<file path="config.mk">
export PLATFORM = sky130hd
export DESIGN_NAME = mem_port_arbiter
export DESIGN_NICKNAME = d
export VERILOG_FILES = /design/src/rtl/mem_port_arbiter_pkg.sv /design/src/rtl/mem_wstrb_gen.sv /design/src/rtl/mem_port_arbiter.sv
export SDC_FILE = /design/constraint.sdc
export NUM_CORES = 1
export LEC_CHECK = 0
export ABC_CLOCK_PERIOD_IN_PS = 1700
export BUFFER_PORTS_ARGS = -buffer_cell sky130_fd_sc_hd__buf_2
export CAP_MARGIN = 20
export CORE_MARGIN = 3
export CORE_UTILIZATION = 37
export CTS_CLUSTER_SIZE = 30
export DETAILED_ROUTE_END_ITERATION = 7
export GPL_TIMING_DRIVEN = 1
export PLACE_DENSITY = 0.76
export REMOVE_ABC_BUFFERS = 1
export SETUP_SLACK_MARGIN = 0.05
export SLEW_MARGIN = 0
export SYNTH_ARGS = -nofsm -noshare
export SYNTH_HDL_FRONTEND = slang
export SYNTH_HIERARCHICAL = 1
export SYNTH_SLANG_ARGS = --single-unit
</file>
<file path="constraint.sdc">
create_clock -name clk -period 1.7 [get_ports clk]
set_input_delay 0.085 -clock clk [delete_from_list [all_inputs] [get_ports clk]]
set_output_delay 0.085 -clock clk [all_outputs]
set_load 0.02 [all_outputs]
</file>
<file path="src/rtl/mem_port_arbiter_pkg.sv">
// rtl/mem_port_arbiter_pkg.sv - shared encodings for the instruction/data memory port arbiter
package mem_port_arbiter_pkg;

  typedef enum logic [1:0] {
    ST_IDLE = 2'd0,
    ST_ADDR = 2'd1,
    ST_DATA = 2'd2
  } arb_state_t;

  typedef enum logic {
    OWN_INST = 1'b0,
    OWN_DATA = 1'b1
  } owner_t;

  localparam logic [1:0] SZ_B = 2'd0;
  localparam logic [1:0] SZ_H = 2'd1;
  localparam logic [1:0] SZ_W = 2'd2;

endpackage

</file>
<file path="src/rtl/mem_wstrb_gen.sv">
// rtl/mem_wstrb_gen.sv - byte-enable and misalignment decode for one request
module mem_wstrb_gen
  import mem_port_arbiter_pkg::*;
(
  input  logic [1:0] size,
  input  logic [1:0] addr_lo,
  input  logic       wr,
  output logic [3:0] wstrb,
  output logic       misalign
);

  logic [3:0] lanes;

  // Size code 3 falls into the word branch.
  always_comb begin
    lanes    = 4'b1111;
    misalign = 1'b0;
    case (size)
      SZ_B: lanes = 4'b0001 << addr_lo;
      SZ_H: begin
        lanes    = addr_lo[1] ? 4'b1100 : 4'b0011;
        misalign = addr_lo[0];
      end
      default: begin
        lanes    = 4'b1111;
        misalign = (addr_lo != 2'b00);
      end
    endcase
    wstrb = (wr && !misalign) ? lanes : 4'b0000;
  end

endmodule

</file>
<file path="src/rtl/mem_port_arbiter.sv">
// rtl/mem_port_arbiter.sv - serialises fetch and load/store ports onto one SRAM-like bus
module mem_port_arbiter
  import mem_port_arbiter_pkg::*;
#(
  parameter int ADDR_W = 32,
  parameter int DATA_W = 32,
  parameter int FAIR   = 1
) (
  input  logic              clk,
  input  logic              rst,
  input  logic              inst_req,
  input  logic [ADDR_W-1:0] inst_addr,
  input  logic              inst_cancel,
  output logic              inst_data_ok,
  output logic [DATA_W-1:0] inst_rdata,
  output logic              stall_inst,
  input  logic              data_req,
  input  logic              data_wr,
  input  logic [1:0]        data_size,
  input  logic [ADDR_W-1:0] data_addr,
  input  logic [DATA_W-1:0] data_wdata,
  output logic              data_data_ok,
  output logic [DATA_W-1:0] data_rdata,
  output logic              data_misalign,
  output logic              stall_data,
  output logic              bus_req,
  output logic              bus_wr,
  output logic [1:0]        bus_size,
  output logic [ADDR_W-1:0] bus_addr,
  output logic [DATA_W-1:0] bus_wdata,
  output logic [3:0]        bus_wstrb,
  input  logic              bus_addr_ok,
  input  logic              bus_data_ok,
  input  logic [DATA_W-1:0] bus_rdata
);

  arb_state_t        state, state_nxt;
  owner_t            owner, last_grant;
  logic              cancel_flag;
  logic              fair_turn, grant_data, take, resp, cancel_hit;
  logic              sel_wr;
  logic [1:0]        sel_size;
  logic [ADDR_W-1:0] sel_addr;
  logic [DATA_W-1:0] sel_wdata;
  logic [3:0]        sel_wstrb;
  logic              sel_misalign;

  // Data normally wins; in fair mode the fetch port gets the turn right after a data grant.
  assign fair_turn  = (FAIR != 0) && (last_grant == OWN_DATA) && inst_req;
  assign grant_data = data_req & ~fair_turn;
  assign take       = (state == ST_IDLE) & (inst_req | data_req);
  assign resp       = (state == ST_DATA) & bus_data_ok;
  assign cancel_hit = inst_cancel & (owner == OWN_INST) & (state != ST_IDLE);

  always_comb begin
    sel_wr    = 1'b0;
    sel_size  = SZ_W;
    sel_addr  = inst_addr;
    sel_wdata = '0;
    if (grant_data) begin
      sel_wr    = data_wr;
      sel_size  = (data_size == 2'd3) ? SZ_W : data_size;
      sel_addr  = data_addr;
      sel_wdata = data_wdata;
    end
  end

  mem_wstrb_gen u_wstrb_gen (
    .size     (sel_size),
    .addr_lo  (sel_addr[1:0]),
    .wr       (sel_wr),
    .wstrb    (sel_wstrb),
    .misalign (sel_misalign)
  );

  always_comb begin
    state_nxt = state;
    case (state)
      ST_IDLE: if (inst_req | data_req) state_nxt = ST_ADDR;
      ST_ADDR: if (bus_addr_ok) state_nxt = ST_DATA;
      ST_DATA: if (bus_data_ok) state_nxt = ST_IDLE;
      default: state_nxt = ST_IDLE;
    endcase
  end

  always_ff @(posedge clk or negedge rst) begin
    if (!rst) begin
      state       <= ST_IDLE;
      owner       <= OWN_INST;
      last_grant  <= OWN_INST;
      cancel_flag <= 1'b0;
      bus_req     <= 1'b0;
      bus_wr      <= 1'b0;
      bus_size    <= 2'b00;
      bus_addr    <= '0;
      bus_wdata   <= '0;
      bus_wstrb   <= 4'b0000;
    end else begin
      state <= state_nxt;
      if (take) begin
        owner       <= grant_data ? OWN_DATA : OWN_INST;
        bus_req     <= 1'b1;
        bus_wr      <= sel_wr;
        bus_size    <= sel_size;
        bus_addr    <= sel_addr;
        bus_wdata   <= sel_wdata;
        bus_wstrb   <= sel_wstrb;
        cancel_flag <= 1'b0;
      end else if ((state == ST_ADDR) && bus_addr_ok) begin
        bus_req <= 1'b0;
      end
      if (cancel_hit) cancel_flag <= 1'b1;
      // Completion clears the flag after any same-cycle cancel so IDLE always starts clean.
      if (resp) begin
        last_grant  <= owner;
        cancel_flag <= 1'b0;
      end
    end
  end

  assign inst_data_ok  = resp & (owner == OWN_INST) & ~cancel_flag & ~inst_cancel;
  assign data_data_ok  = resp & (owner == OWN_DATA);
  assign inst_rdata    = bus_rdata;
  assign data_rdata    = bus_rdata;
  assign data_misalign = take & grant_data & sel_misalign;
  assign stall_inst    = inst_req & ~inst_data_ok;
  assign stall_data    = data_req & ~data_data_ok;

endmodule

</file>
Yosys cells after proc, flatten, opt, wreduce, memory -nomap -nowiden --
Index checks and enable logic that the tools add are counted.
Storage, ports and cells: register bits 77, output and inout port bits 141
Cells by class: mux-type cells 19, reductions and logical operators 11, bitwise operators 20, shift-type cells 1, equality and inequality tests 7
Operator list (count):
- $mux W32 | 2
- $and A1 B1 Y1 | 13
- $mux W2 | 5
- $mux W4 | 2
- $pmux W4 S2 | 1
- $mux W1 | 7
- $not A1 Y1 | 6
- $pmux W2 S3 | 1
- $reduce_bool A2 Y1 | 3
- $eq A2 B1 Y1 const B | 2
- $eq A2 B2 Y1 const B | 2
- $logic_not A2 Y1 | 2
- $ne A2 B2 Y1 const B | 2
- $shl A1 B2 Y4 const A | 1
- $logic_and A1 B1 Y1 | 3
- $reduce_and A3 Y1 | 1
- $reduce_bool A3 Y1 | 1
- $ne A2 B1 Y1 const B | 1
- $pmux W1 S2 | 1
- $logic_not A1 Y1 | 1
- $or A1 B1 Y1 | 1

Longest topological paths before layout --
Gate-level depths: netlist of the first run.
word-level depth 9, depth in mapped cells 6, gate-level depth less buffers 5

Hierarchy --
Netlist of the first run, hierarchy kept.
Modules (own cells, without submodules):
- mem_port_arbiter | area each 3861.2 µm², cells an instance 288, sequential area each 1926.8 µm², times used 1
- mem_wstrb_gen | area each 81.3 µm², cells an instance 13, sequential area each 0.0 µm², times used 1

Least setup slack after synthesis of the first run --
OpenSTA, ideal clock, no wires.
kind register to register, from register last_grant, to register bus_wstrb[1], data required time 1.575 ns, setup time 0.125 ns, path slack -0.166 ns, clock period less this slack 1.866 ns, arrival time 1.741 ns, stages on the path, launching flop included 6, path through dfrtp_1 > a21boi_2 > mux2_2 > nor3_1 > and4bb_2 > mux2_4
Between the ends: word-level cells in the longest chain between the ends 9, elaborated cells on any way between the ends 16
Ends and longest elaborated chain:
- start: declaration | RTL line mem_port_arbiter.sv:38 | owner_t owner, last_grant;
- start signal: assignment | RTL line mem_port_arbiter.sv:115 | last_grant <= owner;
- $logic_and A1 B1 Y1 * | RTL line mem_port_arbiter.sv:49 | assign fair_turn = (FAIR != 0) && (last_grant == OWN_DATA) && inst_req;
- $not A1 Y1 * | RTL line mem_port_arbiter.sv:50 | assign grant_data = data_req & ~fair_turn;
- $and A1 B1 Y1 * | RTL line mem_port_arbiter.sv:50
- $mux W32 * | RTL line mem_port_arbiter.sv:60 | if (grant_data) begin
- named net sel_addr[0] | RTL line mem_port_arbiter.sv:43 | logic [ADDR_W-1:0] sel_addr;
- $reduce_bool A2 Y1 | RTL line mem_wstrb_gen.sv:26 | misalign = (addr_lo != 2'b00);
- $pmux W1 S2 | RTL line mem_wstrb_gen.sv:18 | case (size)
- $logic_not A1 Y1 | RTL line mem_wstrb_gen.sv:29 | wstrb = (wr && !misalign) ? lanes : 4'b0000;
- $logic_and A1 B1 Y1 | RTL line mem_wstrb_gen.sv:29
- $mux W4 * | RTL line mem_wstrb_gen.sv:29
- named net sel_wstrb[1] | RTL line mem_port_arbiter.sv:45 | logic [3:0] sel_wstrb;
- end signal: assignment | RTL line mem_port_arbiter.sv:107 | bus_wstrb <= sel_wstrb;
- end: declaration | RTL line mem_port_arbiter.sv:31 | output logic [3:0] bus_wstrb,
Mark *: on every way through the listed nets, which the timed path passes. The rest lies on a longest branch. A chain may end at the register's enable or synchronous reset.

Worst setup path after layout of the first run --
from register last_grant, to output data_misalign
Between the ends: word-level cells in the longest chain between the ends 7, elaborated cells on any way between the ends 11
Ends and longest elaborated chain:
- $logic_and A1 B1 Y1 * | RTL line mem_port_arbiter.sv:49
- $not A1 Y1 * | RTL line mem_port_arbiter.sv:50
- $and A1 B1 Y1 * | RTL line mem_port_arbiter.sv:50
- $mux W32 * | RTL line mem_port_arbiter.sv:60
- named net sel_addr[0] | RTL line mem_port_arbiter.sv:43
- $reduce_bool A2 Y1 | RTL line mem_wstrb_gen.sv:26
- $pmux W1 S2 * | RTL line mem_wstrb_gen.sv:18
- named net sel_misalign | RTL line mem_port_arbiter.sv:46 | logic sel_misalign;
- $and A1 B1 Y1 * | RTL line mem_port_arbiter.sv:125 | assign data_misalign = take & grant_data & sel_misalign;
- end: declaration | RTL line mem_port_arbiter.sv:24 | output logic data_misalign,
Marked as above.

==> results by group, run 1 <==
Routing
  – WL per Instance: 19.5 um
  – Vias per Instance: 4.93
  – Initial DRT Pass Iterations: 7
  – Drt drc: 0
  – Total number of vias: 3036
  – Starting DRT DRC Count: 148
  – Drt total wl: 12000 um
  – Routed Antenna Nets: 0

Synth
  – Seq/Total Area, Yosys: 48.9%
  – Syn. warnings: 6
  – Ranking of synthesized cells by area: dfrtp_1, mux2_2, buf_4
  – Synth cell types: 27
  – Post-Syn Area: 3940 um2
  – Mapped Cells: 301
  – Leading area contributor after synthesis: dfrtp_1
  – Synth top area share: 48.9%
  – Post-synthesis register bit count: 77
  – Syn avg cell area: 13.1 um2

Critical path
  – Top fanout value on the critical path: 3
  – Setup crit end kind: primary output
  – Critical Path Start Type: flop
  – Crit Path Class: flop to primary output
  – CP arrival: 1.83 ns
  – CP Data Required Time: 1.62 ns

Final layout
  – Commonest non-fill, non-tap cells in the layout: buf_2, dfrtp_1, mux2_4, dlygate4sd3_1, a22o_1
  – Final instance area: 5450 um2
  – Layout cells sized above 1: 63.7%
  – Post-route non-filler standard cell count: 616
  – Reg area: 1930 um2
  – Filler cell count: 854
  – Area of the multi-input gates: 1580 um2
  – Most common cell after layout, fill and taps aside: buf_2
  – Number of antenna diodes: 0
  – Area delta synth->final: 38.3%
  – Final #Nets: 613

Timing
  – RSZ-0062 raised after global routing: true
  – Period utilisation layout: 113%
  – Max Slew Vio Count: 0
  – Hold Vio Cnt, Final: 0
  – Worst-Margin Slew: 0.425 ns
  – Setup TNS: -0.881 ns
  – Setup Skew: 0.00701 ns
  – Worst setup margin: -0.213 ns
  – Setup violators final: 26
  – Relative slew slack: 71.7%
  – Max Fclk: 523 MHz
  – Minimum clock period: 1.91 ns
  – Final hold slack: 0.0884 ns

CTS
  – CTS buffer count: 9
  – CTS tree: yes
  – CTS sink cnt: 77
  – Root buf cell: clkbuf_8
  – Clk_lat worst skew: 0.35 ns
  – Clk buf depth: 2
  – Worst-path clk slew: 0.09 ns
  – H-tree depth reported by CTS: 3

Global route
  – Vias in the first global route: 3143
  – All-Layer GR Usage: 19.4%
  – GRT overflow: 0
  – Antenna violations before repair: 0
  – First-pass GRT wire length: 17100 um
  – Pin count of the biggest net entering global routing: 47

Pwr
  – Switching power: 0.00369 W
  – Net Sw Frac: 39.0%
  – Power per cell area: 1730 nW/um2
  – Peak VDD IR: 0.858 mV
  – Flop pwr share: 34.3%
  – P_leak: 2.85 nW
  – Pwr Total: 0.00946 W
  – P_int: 0.00577 W
  – Combinational power share: 50.7%
  – Clk network pwr share: 15.0%

Floorplan
  – Ports: 279
  – Die area: 11900 um2
  – Die Ht: 109 um
  – Core Area: 10300 um2
  – Die width: 109 um
  – Placement row count: 37
  – Starting Density: 38.2%

Placed design
  – RePlAce Congestion: 0.801
  – Placed cells: 557
  – DP Area: 4650 um2
  – DP Wirelength: 8310 um
  – I/O Buffers: 182

Run status
  – Status: finished, violations left
  – Failing checks: negative setup slack

Min path
  – HP Class: input pin to flop

Run
  – MaxCap Viol Count: 0
-- metal layers --
metal  global-route usage (%)  share of wire (%)  up-vias
met5                     7.59               0.86        -
met4                     6.06                1.1        4
met3                     14.8                 18       16
met2                     26.7                 41      257
met1                     22.8                 39     1418
li1                         -                  -     1341
-- metrics by stage --
step / util, % / setup slack (ns)
6_report: 52.8 / -0.213
5_1_grt: 52.8 / -0.301
4_1_cts: 52.2 / -0.259
3_5_place_dp: 45.0 / -0.125
3_3_place_gp: 45.0 / -0.0779
2_1_floorplan: - / -1.15
-- state kept, by name, summed over array words and instances, names as in the netlist --
signal / cells
bus_addr: 32
bus_req: 1
bus_size: 2
bus_wdata: 32
bus_wr: 1
bus_wstrb: 4
cancel_flag: 1
last_grant: 1
owner: 1
state: 2
-- power groups by stage --
stage	Combinational (W)	Sequential (W)	Clock, W
after CTS	0.00474	0.00322	0.00149
after global placement	0.00447	0.00320	0
after detailed placement	0.00456	0.00321	0
final	0.00479	0.00324	0.00142
after floorplan	0.00193	0.00424	0
after global routing	0.00511	0.00335	0.00156
-- cells by family (layout without fill, tap and decap cells) --
family          Yosys count  after routing  share of synthesized area (%)
buf+inv                  80            259                           14.8
flops                    77             77                           48.9
mux                      71             71                           22.7
compound gates           42             42                           8.89
simple gates             29             29                           4.35
xor+xnor                  2              2                          0.444
-- cells in the mapped netlist --
master	n
dfrtp_1	77
buf_4	64
mux2_2	46
a22o_1	32
mux2_4	25
buf_2	10
nand2_1	8
buf_6	4
nand2b_1	4
nand3b_1	4
o21ai_0	4
nor2_1	3
a21oi_1	2
and2_1	2
and3b_1	2
inv_1	2
xnor2_1	2
a211oi_2	1
a21boi_2	1
a21o_1	1
and4bb_2	1
nor2b_1	1
nor3_1	1
nor4_1	1
o32ai_1	1
or2_1	1
or2_4	1
-- worst paths after layout --
kind / start / to / slack (ns) / cells past startpoint
hold / removal: data_addr[6] / bus_addr[6]$_DFFE_PN0P_ / 0.09 / 3
min in group asynchronous: rst / bus_addr[7]$_DFFE_PN0P_ / 0.22 / 2
hold reg to reg: bus_req$_DFFE_PN0P_ / bus_req$_DFFE_PN0P_ / 0.49 / 2
setup reg to reg: last_grant$_DFFE_PN0N_ / bus_wstrb[3]$_DFFE_PN0P_ / -0.16 / 7
max in group asynchronous: rst / bus_wdata[9]$_DFFE_PN0P_ / 0.90 / 3
setup / recovery: last_grant$_DFFE_PN0N_ / data_misalign / -0.21 / 7
-- worst max-delay path, cell delays in order, from the launching register on --
cell and delay, ns:
dfrtp_1 0.41, a21boi_4 0.23, mux2_4 0.35, buf_6 0.13, o21ai_4 0.05, nand2_1 0.07, and2_4 0.13, buf_6 0.12
-- final cells by class --
class	count	share of cell area, %
flip-flops and latches	77	35.3
clock inverters	6	1.29
multi-input cells	144	29.0
well taps	136	3.12
inverters	2	0.138
repair buffers	241	28.6
clock buffers	10	2.52
-- timing repair --
item                       in CTS  in global routing
setup endpoints to repair      24                 39
hold buffers                   36                  0
gates cloned                    0                  1
buffers inserted                3                  3
hold endpoints to repair       66                  0
resized for setup              36                  3
pin swaps                       5                  4
Power figures use the tool's default switching activity.
==> run 2, diff against run 1 <==
--- a/config.mk
+++ b/config.mk
@@ -8,16 +8,15 @@
 export ABC_CLOCK_PERIOD_IN_PS = 1700
 export BUFFER_PORTS_ARGS = -buffer_cell sky130_fd_sc_hd__buf_2
 export CAP_MARGIN = 20
-export CORE_MARGIN = 3
-export CORE_UTILIZATION = 37
+export CORE_AREA = 3 3 108 110
 export CTS_CLUSTER_SIZE = 30
 export DETAILED_ROUTE_END_ITERATION = 7
+export DIE_AREA = 0 0 111 113
 export GPL_TIMING_DRIVEN = 1
-export PLACE_DENSITY = 0.76
+export PLACE_DENSITY = 0.73
 export REMOVE_ABC_BUFFERS = 1
 export SETUP_SLACK_MARGIN = 0.05
 export SLEW_MARGIN = 0
 export SYNTH_ARGS = -nofsm -noshare
 export SYNTH_HDL_FRONTEND = slang
-export SYNTH_HIERARCHICAL = 1
 export SYNTH_SLANG_ARGS = --single-unit
==> run 2 against run 1 <==
Compared with the run above:
- the flow now finishes without violations
- design area fell by 4.8%
- die area is 5.1% higher
- worst setup slack improved by 0.25 ns
- clock power is essentially flat
- highest routed layer unchanged
==> results by group, run 2 <==
Final layout
  – Reg area: 1930 um2 (unchanged)
  – Area delta synth->final: 38.4%
  – Number of antenna diodes: 0 (unchanged)
  – Util after Layout: 48.1% (-4.7 points)
  – Final #Nets: 644 (+5.1%)
  – Most common cell after layout, fill and taps aside: buf_2
  – Post-route non-filler standard cell count: 651 (+5.7%)
  – Area of the multi-input gates: 1270 um2 (-20%)
  – Layout cells sized above 1: 44.2% (-20 points)
  – Largest regs: bus_addr: 32 flops, bus_wdata: 32 flops, bus_wstrb: 4 flops
  – Commonest non-fill, non-tap cells in the layout: buf_2, dfrtp_1, o21ai_0, dlygate4sd3_1, a22o_1
  – Filler cell count: 987 (+16%)

CTS
  – Clk buf depth: 2 (unchanged)
  – CTS buffer count: 9 (unchanged)
  – CTS tree: yes
  – H-tree depth reported by CTS: 3 (unchanged)
  – Clk_lat worst skew: 0.34 ns (about the same)
  – Root buf cell: clkbuf_8
  – CTS sink cnt: 77 (unchanged)
  – Worst-path clk slew: 0.09 ns (about the same)

Timing
  – Hold Vio Cnt, Final: 0 (unchanged)
  – Relative slew slack: 65.0% (-6.6 points)
  – Worst setup margin: 0.0367 ns (+0.250 ns)
  – Setup Skew: 0.0148 ns (+0.00778 ns)
  – Max Fclk: 601 MHz (+15%)
  – Max Slew Vio Count: 0 (unchanged)
  – Worst-Margin Slew: 0.525 ns (+0.0995 ns)
  – Minimum clock period: 1.66 ns (-0.250 ns)
  – Final hold slack: 0.0296 ns (-0.0588 ns)
  – Setup violators final: 0 (-100%)
  – Period utilisation layout: 97.8% (-15 points)
  – RSZ-0062 raised after global routing: true

Synth
  – Post-Syn Area: 3750 um2 (-4.9%)
  – Mapped Cells: 342 (+14%)
  – Synth Flop Type: dfrtp_1
  – Seq/Total Area, Yosys: 51.4% (+2.5 points)
  – Post-synthesis register bit count: 77 (unchanged)
  – Leading area contributor after synthesis: dfrtp_1
  – Synth cell count leaders: dfrtp_1, o21ai_0, buf_4
  – Ranking of synthesized cells by area: dfrtp_1, buf_4, o21ai_0
  – Number of flops mapped to enable cells by yosys: 0 (unchanged)
  – Synth cell types: 33 (+22%)
  – Syn avg cell area: 11.0 um2 (-16%)
  – Async set-reset flop share out of synthesis: 100% (unchanged)
  – Top-count cell post-synth: dfrtp_1
  – Syn. warnings: 0 (-6)
  – Synth top area share: 51.4% (+2.5 points)

Placed design
  – DP Wirelength: 8760 um (+5.5%)
  – Place WS: 0.108 ns (+0.233 ns)
  – Placed cells: 586 (+5.2%)
  – RePlAce Congestion: 0.822 (+2.6%)
  – I/O Buffers: 182 (unchanged)

Routing
  – Starting DRT DRC Count: 185 (+25%)
  – Drt drc: 0 (unchanged)
  – Routed Antenna Nets: 0 (unchanged)
  – Drt total wl: 13000 um (+8.1%)
  – Total number of vias: 3273 (+7.8%)
  – WL per Instance: 20.0 um (+2.3%)
  – Initial DRT Pass Iterations: 5 (-2)
  – Vias per Instance: 5.03 (+2.0%)

Critical path
  – CP Data Required Time: 1.62 ns (about the same)
  – CP bufs+invs: 2 (unchanged)
  – Delay-heaviest family, CP: simple AND/OR/NAND/NOR gates
  – Crit Path Class: flop to primary output
  – RR Endpoint: bus_wstrb[0]$_DFFE_PN0P_
  – Critical Path Max Stage Delay: 0.39 ns (-0.02 ns)
  – Top fanout value on the critical path: 5 (+2)
  – R2R Path Start: state[1]$_DFFE_PN0P_
  – Crit path max-delay cell type: dfrtp_1
  – R2R Setup Slk: 0.12 ns (+0.28 ns)
  – Critical Path Start Type: flop
  – CP cell instances: buf_6, nand3b_1, nor4_4, nor2b_1, buf_4
  – Crit path launch: state[0]$_DFFE_PN0P_
  – Cells on worst reg2reg path: 4 (-3)
  – CP arrival: 1.58 ns (-0.25 ns)
  – Setup crit end kind: primary output

Floorplan
  – Starting Density: 34.8% (-3.4 points)
  – Die Ht: 113 um (+3.5%)
  – Die area: 12500 um2 (+5.1%)
  – Ports: 279 (unchanged)
  – Core Area: 10800 um2 (+4.5%)
  – Die width: 111 um (+1.6%)
  – Placement row count: 38 (+2.7%)

Min path
  – WHS Path Cells: 3 (unchanged)
  – Hold Path End: bus_addr[5]$_DFFE_PN0P_
  – Hold Path Origin: inst_addr[5]
  – HP Class: input pin to flop

Pwr
  – Flop pwr share: 34.6% (+0.3 points)
  – Power per cell area: 1770 nW/um2 (+2.2%)
  – P_int: 0.00539 W (-6.6%)
  – Switching power: 0.00382 W (+3.5%)
  – Clk network pwr share: 15.3% (+0.3 points)
  – Peak VDD IR: 0.836 mV (-2.6%)
  – Pwr Total: 0.00921 W (-2.6%)
  – Combinational power share: 50.0% (-0.7 points)
  – Net Sw Frac: 41.4% (+2.5 points)
  – P_leak: 2.73 nW (-4.4%)

Global route
  – First-pass GRT wire length: 19200 um (+12%)
  – All-Layer GR Usage: 19.8% (+0.40 points)
  – Antenna violations before repair: 0 (unchanged)
  – Pin count of the biggest net entering global routing: 41 (-13%)
  – Vias in the first global route: 3336 (+6.1%)
  – GRT overflow: 0 (unchanged)

Run status
  – Status: finished, final reports clean

Run
  – MaxCap Viol Count: 0 (unchanged)
## run 2: changes by cell type after synthesis, moves of 2 or more
cell,previous run,this run
mux2i_1,0,32
mux2_2,46,0
xnor2_1,2,0
o31ai_1,0,2
o21ai_0,4,73
o21ai_1,0,3
clkbuf_1,0,9
nand2b_1,4,1
mux2_4,25,0
## run 2: worst max-delay path by stage
stage                                          end  slack, ns  depth (start not counted)
final                                   stall_inst       0.04                          5
after global routing                    stall_inst      -0.05                          5
after global placement    bus_wstrb[1]$_DFFE_PN0P_       0.16                          4
after floorplan               state[0]$_DFFE_PN0P_      -0.98                          3
after CTS                            data_misalign       0.03                          3
after detailed placement  bus_wstrb[0]$_DFFE_PN0P_       0.11                          4
## run 2: worst reg2reg max path, delay by kind of cell, from the launching register on
family,cells,cell delay (ns)
AND/OR/NAND/NOR,2,0.56
flip-flops,1,0.39
AO/OA/AOI/OAI,1,0.34
buffers and inverters,1,0.18
## run 2: power by group through the flow
stage               logic (W)  clock network, W  registers [W]
finish                0.00461           0.00141        0.00319
global route          0.00496           0.00158        0.00329
CTS                   0.00439           0.00148        0.00316
detailed placement    0.00399                 0        0.00315
global placement      0.00388                 0        0.00316
floorplan             0.00133                 0        0.00414
## run 2: routing by layer
metal	up-vias	wire (um)	GRT usage (%)
met2	237	5470	27.7
met4	2	65	3.45
met3	7	1940	13.8
met1	1550	5480	25.1
li1	1477	-	-
met5	-	56	5.10
## run 2: area by class of cell
class                           count  area share (%)
Clock inverter                      6            1.33
Multi-Input combinational cell    176            24.5
Timing Repair Buffer              241            31.0
Tap cell                          140            3.37
Inverter                            1          0.0723
Sequential cell                    77            37.1
Clock buffer                       10            2.65
## run 2: repair_timing
item / in CTS / in global routing
endpoints found under the hold margin: 78 / 0
resized for setup: 8 / 14
buffers inserted: 0 / 4
cloned: 2 / 1
hold buffers: 42 / 0
pin swaps: 1 / 2
endpoints found under the setup margin: 3 / 4
## run 2: cell families after synthesis
group	share of synthesized area (%)
compound gates	19.9
xor+xnor	0.234
buf+inv	16.3
flops	51.4
mux	8.54
simple gates	3.64
## run 2: per-stage QoR
stage	TNS (ns)	cell area (um2)
floorplan	-68.38	3140
global placement	0	4360
detailed placement	0	4360
CTS	0	5080
global route	-0.0542	5190
finish	0	5190
==> run 3, diff against run 2 <==
--- a/config.mk
+++ b/config.mk
@@ -5,15 +5,15 @@
 export SDC_FILE = /design/constraint.sdc
 export NUM_CORES = 1
 export LEC_CHECK = 0
-export ABC_CLOCK_PERIOD_IN_PS = 1700
+export ABC_CLOCK_PERIOD_IN_PS = 1900
 export BUFFER_PORTS_ARGS = -buffer_cell sky130_fd_sc_hd__buf_2
 export CAP_MARGIN = 20
-export CORE_AREA = 3 3 108 110
+export CORE_AREA = 3 3 107 109
 export CTS_CLUSTER_SIZE = 30
 export DETAILED_ROUTE_END_ITERATION = 7
-export DIE_AREA = 0 0 111 113
+export DIE_AREA = 0 0 110 112
 export GPL_TIMING_DRIVEN = 1
-export PLACE_DENSITY = 0.73
+export PLACE_DENSITY = 0.71
 export REMOVE_ABC_BUFFERS = 1
 export SETUP_SLACK_MARGIN = 0.05
 export SLEW_MARGIN = 0
==> constraint.sdc (replaced) <==
create_clock -name clk -period 1.9 [get_ports clk]
set_input_delay 0.095 -clock clk [delete_from_list [all_inputs] [get_ports clk]]
set_output_delay 0.095 -clock clk [all_outputs]
set_load 0.02 [all_outputs]
==> run 3 against run 2 <==
Compared with the run above:
- final cell count fell by 2.2%
- register-to-register slack improved by 0.13 ns
- die area fell by 1.8%
- wire length fell by 2.9%
- largest cell class unchanged
- global-route usage barely moved
- design area fell by 6.0%
- flip-flop and latch count did not move
- utilization fell by 2.5 points
- power fell by 19%
- non-clock buffer count fell by 14
- clock power fell by 21%
- via count fell by 0.64%
==> results by group, run 3 (synthesis gave the netlist of run 2 again) <==
Floorplan
  – Starting Density: 35.1% (+0.31 points)
  – Core Area: 10700 um2 (-0.88%)
  – Ports: 279 (unchanged)
  – Die area: 12300 um2 (-1.8%)
  – Die Ht: 112 um (-0.88%)
  – Placement row count: 38 (unchanged)
  – Die width: 110 um (-0.90%)

Routing
  – Drt total wl: 12600 um (-2.9%)
  – Drt drc: 0 (unchanged)
  – Starting DRT DRC Count: 149 (-19%)
  – Vias per Instance: 5.11 (+1.5%)
  – Total number of vias: 3252 (-0.64%)
  – Routed Antenna Nets: 0 (unchanged)
  – WL per Instance: 19.8 um (-0.77%)
  – Initial DRT Pass Iterations: 4 (-1)

Critical path
  – CP arrival: 1.66 ns (+0.08 ns)
  – R2R Setup Slk: 0.25 ns (+0.13 ns)
  – CP Data Required Time: 1.80 ns (+0.18 ns)
  – Setup crit end kind: primary output
  – Critical Path Start Type: flop
  – Top fanout value on the critical path: 43 (+38)
  – Crit path max-delay cell type: dfrtp_1
  – CP cell instances: or2_1, buf_6, a211oi_1, buf_2
  – Critical Path Max Stage Delay: 0.42 ns (+0.03 ns)
  – Crit Path Class: flop to primary output

Global route
  – GRT overflow: 0 (unchanged)
  – All-Layer GR Usage: 19.9% (+0.045 points)
  – Pin count of the biggest net entering global routing: 45 (+9.8%)
  – First-pass GRT wire length: 18300 um (-4.9%)
  – Antenna violations before repair: 0 (unchanged)
  – Vias in the first global route: 3285 (-1.5%)

Timing
  – Final hold slack: 0.0417 ns (+0.0122 ns)
  – Worst-Margin Slew: 0.455 ns (-0.0698 ns)
  – Minimum clock period: 1.75 ns
  – RSZ-0062 raised after global routing: true
  – Max Slew Vio Count: 0 (unchanged)
  – Period utilisation layout: 92.3%
  – Max Fclk: 570 MHz
  – Hold Vio Cnt, Final: 0 (unchanged)
  – Relative slew slack: 69.7% (+4.7 points)
  – Setup Skew: 0.0121 ns (-0.00272 ns)
  – Setup violators final: 0 (unchanged)

Final layout
  – Final instance area: 4880 um2 (-6.0%)
  – Post-route non-filler standard cell count: 637 (-2.2%)
  – Commonest non-fill, non-tap cells in the layout: buf_2, dfrtp_1, o21ai_0, dlygate4sd3_1, a22o_1
  – Layout cells sized above 1: 42.7% (-1.6 points)
  – Area delta synth->final: 30.1%
  – Final #Nets: 630 (-2.2%)
  – Largest regs: bus_addr: 32 flops, bus_wdata: 32 flops, bus_wstrb: 4 flops
  – Filler cell count: 996 (+0.91%)
  – Number of antenna diodes: 0 (unchanged)
  – Most common cell after layout, fill and taps aside: buf_2

Pwr
  – P_leak: 2.57 nW (-5.8%)
  – Power per cell area: 1530 nW/um2 (-14%)
  – Pwr Total: 0.00747 W (-19%)
  – Peak VDD IR: 0.671 mV (-20%)

CTS
  – H-tree depth reported by CTS: 3 (unchanged)
  – Root buf cell: clkbuf_8
  – Clk_lat worst skew: 0.34 ns (about the same)
  – Clk buf depth: 2 (unchanged)
  – CTS buffer count: 9 (unchanged)
  – CTS sink cnt: 77 (unchanged)
  – Worst-path clk slew: 0.08 ns (about the same)
  – CTS tree: yes

Placed design
  – Placed cells: 584 (-0.34%)
  – RePlAce Congestion: 0.757 (-7.8%)
  – DP Wirelength: 9000 um (+2.7%)
  – I/O Buffers: 182 (unchanged)
  – DP Area: 4320 um2 (-0.92%)

Run status
  – Status: finished, final reports clean

Min path
  – HP Class: input pin to flop

Run
  – MaxCap Viol Count: 0 (unchanged)
[run 3: cell count changes in the layout (fill, tap and decap cells not counted), moves of 2 or more]
| cell | before | now |
|---|---|---|
| buf_2 | 177 | 181 |
| buf_12 | 5 | 2 |
| bufbuf_16 | 2 | 0 |
| buf_4 | 12 | 6 |
| or2_4 | 2 | 0 |
| inv_6 | 2 | 0 |
| dlygate4sd3_1 | 42 | 37 |
| clkinv_2 | 1 | 3 |
[run 3: critical path, delay by kind of cell (launching register included)]
family,cells,cell delay (ns)
flip-flops,1,0.42
buffers and inverters,2,0.40
AND/OR/NAND/NOR,1,0.26
AO/OA/AOI/OAI,1,0.23
[run 3: layer usage]
metal,part of all wire (%),vias up,global-route usage (%),routed length (um)
li1,-,1444,-,-
met1,40,1554,24.6,5050
met2,42,236,27.6,5290
met3,16,14,14.0,2070
met4,0.81,4,4.07,102
met5,0.97,-,8.82,123
[run 3: path summary, 6_finish.rpt]
| path | endpoint | from | cells past startpoint |
|---|---|---|---|
| max | data_misalign | state[0]$_DFFE_PN0P_ | 4 |
| min | bus_addr[27]$_DFFE_PN0P_ | data_addr[27] | 3 |
| max reg2reg | bus_wstrb[0]$_DFFE_PN0P_ | state[0]$_DFFE_PN0P_ | 4 |
| min reg2reg | bus_req$_DFFE_PN0P_ | bus_req$_DFFE_PN0P_ | 2 |
| max in group asynchronous | bus_wdata[7]$_DFFE_PN0P_ | rst | 3 |
| min in group asynchronous | bus_addr[24]$_DFFE_PN0P_ | rst | 2 |
[run 3: final cells by class]
class	count	area (um2)	share of cell area (%)
Clock buffer	10	138	2.82
Clock inverter	6	38.8	0.795
Tap cell	140	175	3.59
Multi-Input combinational cell	176	1220	25.1
Sequential cell	77	1930	39.5
Timing Repair Buffer	227	1370	28.1
Inverter	1	3.75	0.0769
[run 3: what timing repair did]
item / CTS / global route
gates resized for setup: 0 / 2
hold buffers: 37 / 0
buffers inserted: 0 / 0
endpoints found under the setup margin: 0 / 3
hold endpoints to repair: 70 / 0
[run 3: where the power goes]
part / switching, W / total [W] / internal [W]
clock: 0.000602 / 0.00111 / 0.000505
combinational: 0.00219 / 0.00350 / 0.00131
sequential: 0.000451 / 0.00287 / 0.00241
total: 0.00324 / 0.00747 / 0.00423
[run 3: per-stage QoR]
stage,setup TNS (ns),worst slack (ns),util (%)
after CTS,0,0.0549,45.5
after floorplan,-54.32,-0.785,-
final,0,0.146,45.6
after global routing,0,0.00603,45.6
after global placement,0,0.282,40.4
after detailed placement,0,0.231,40.4
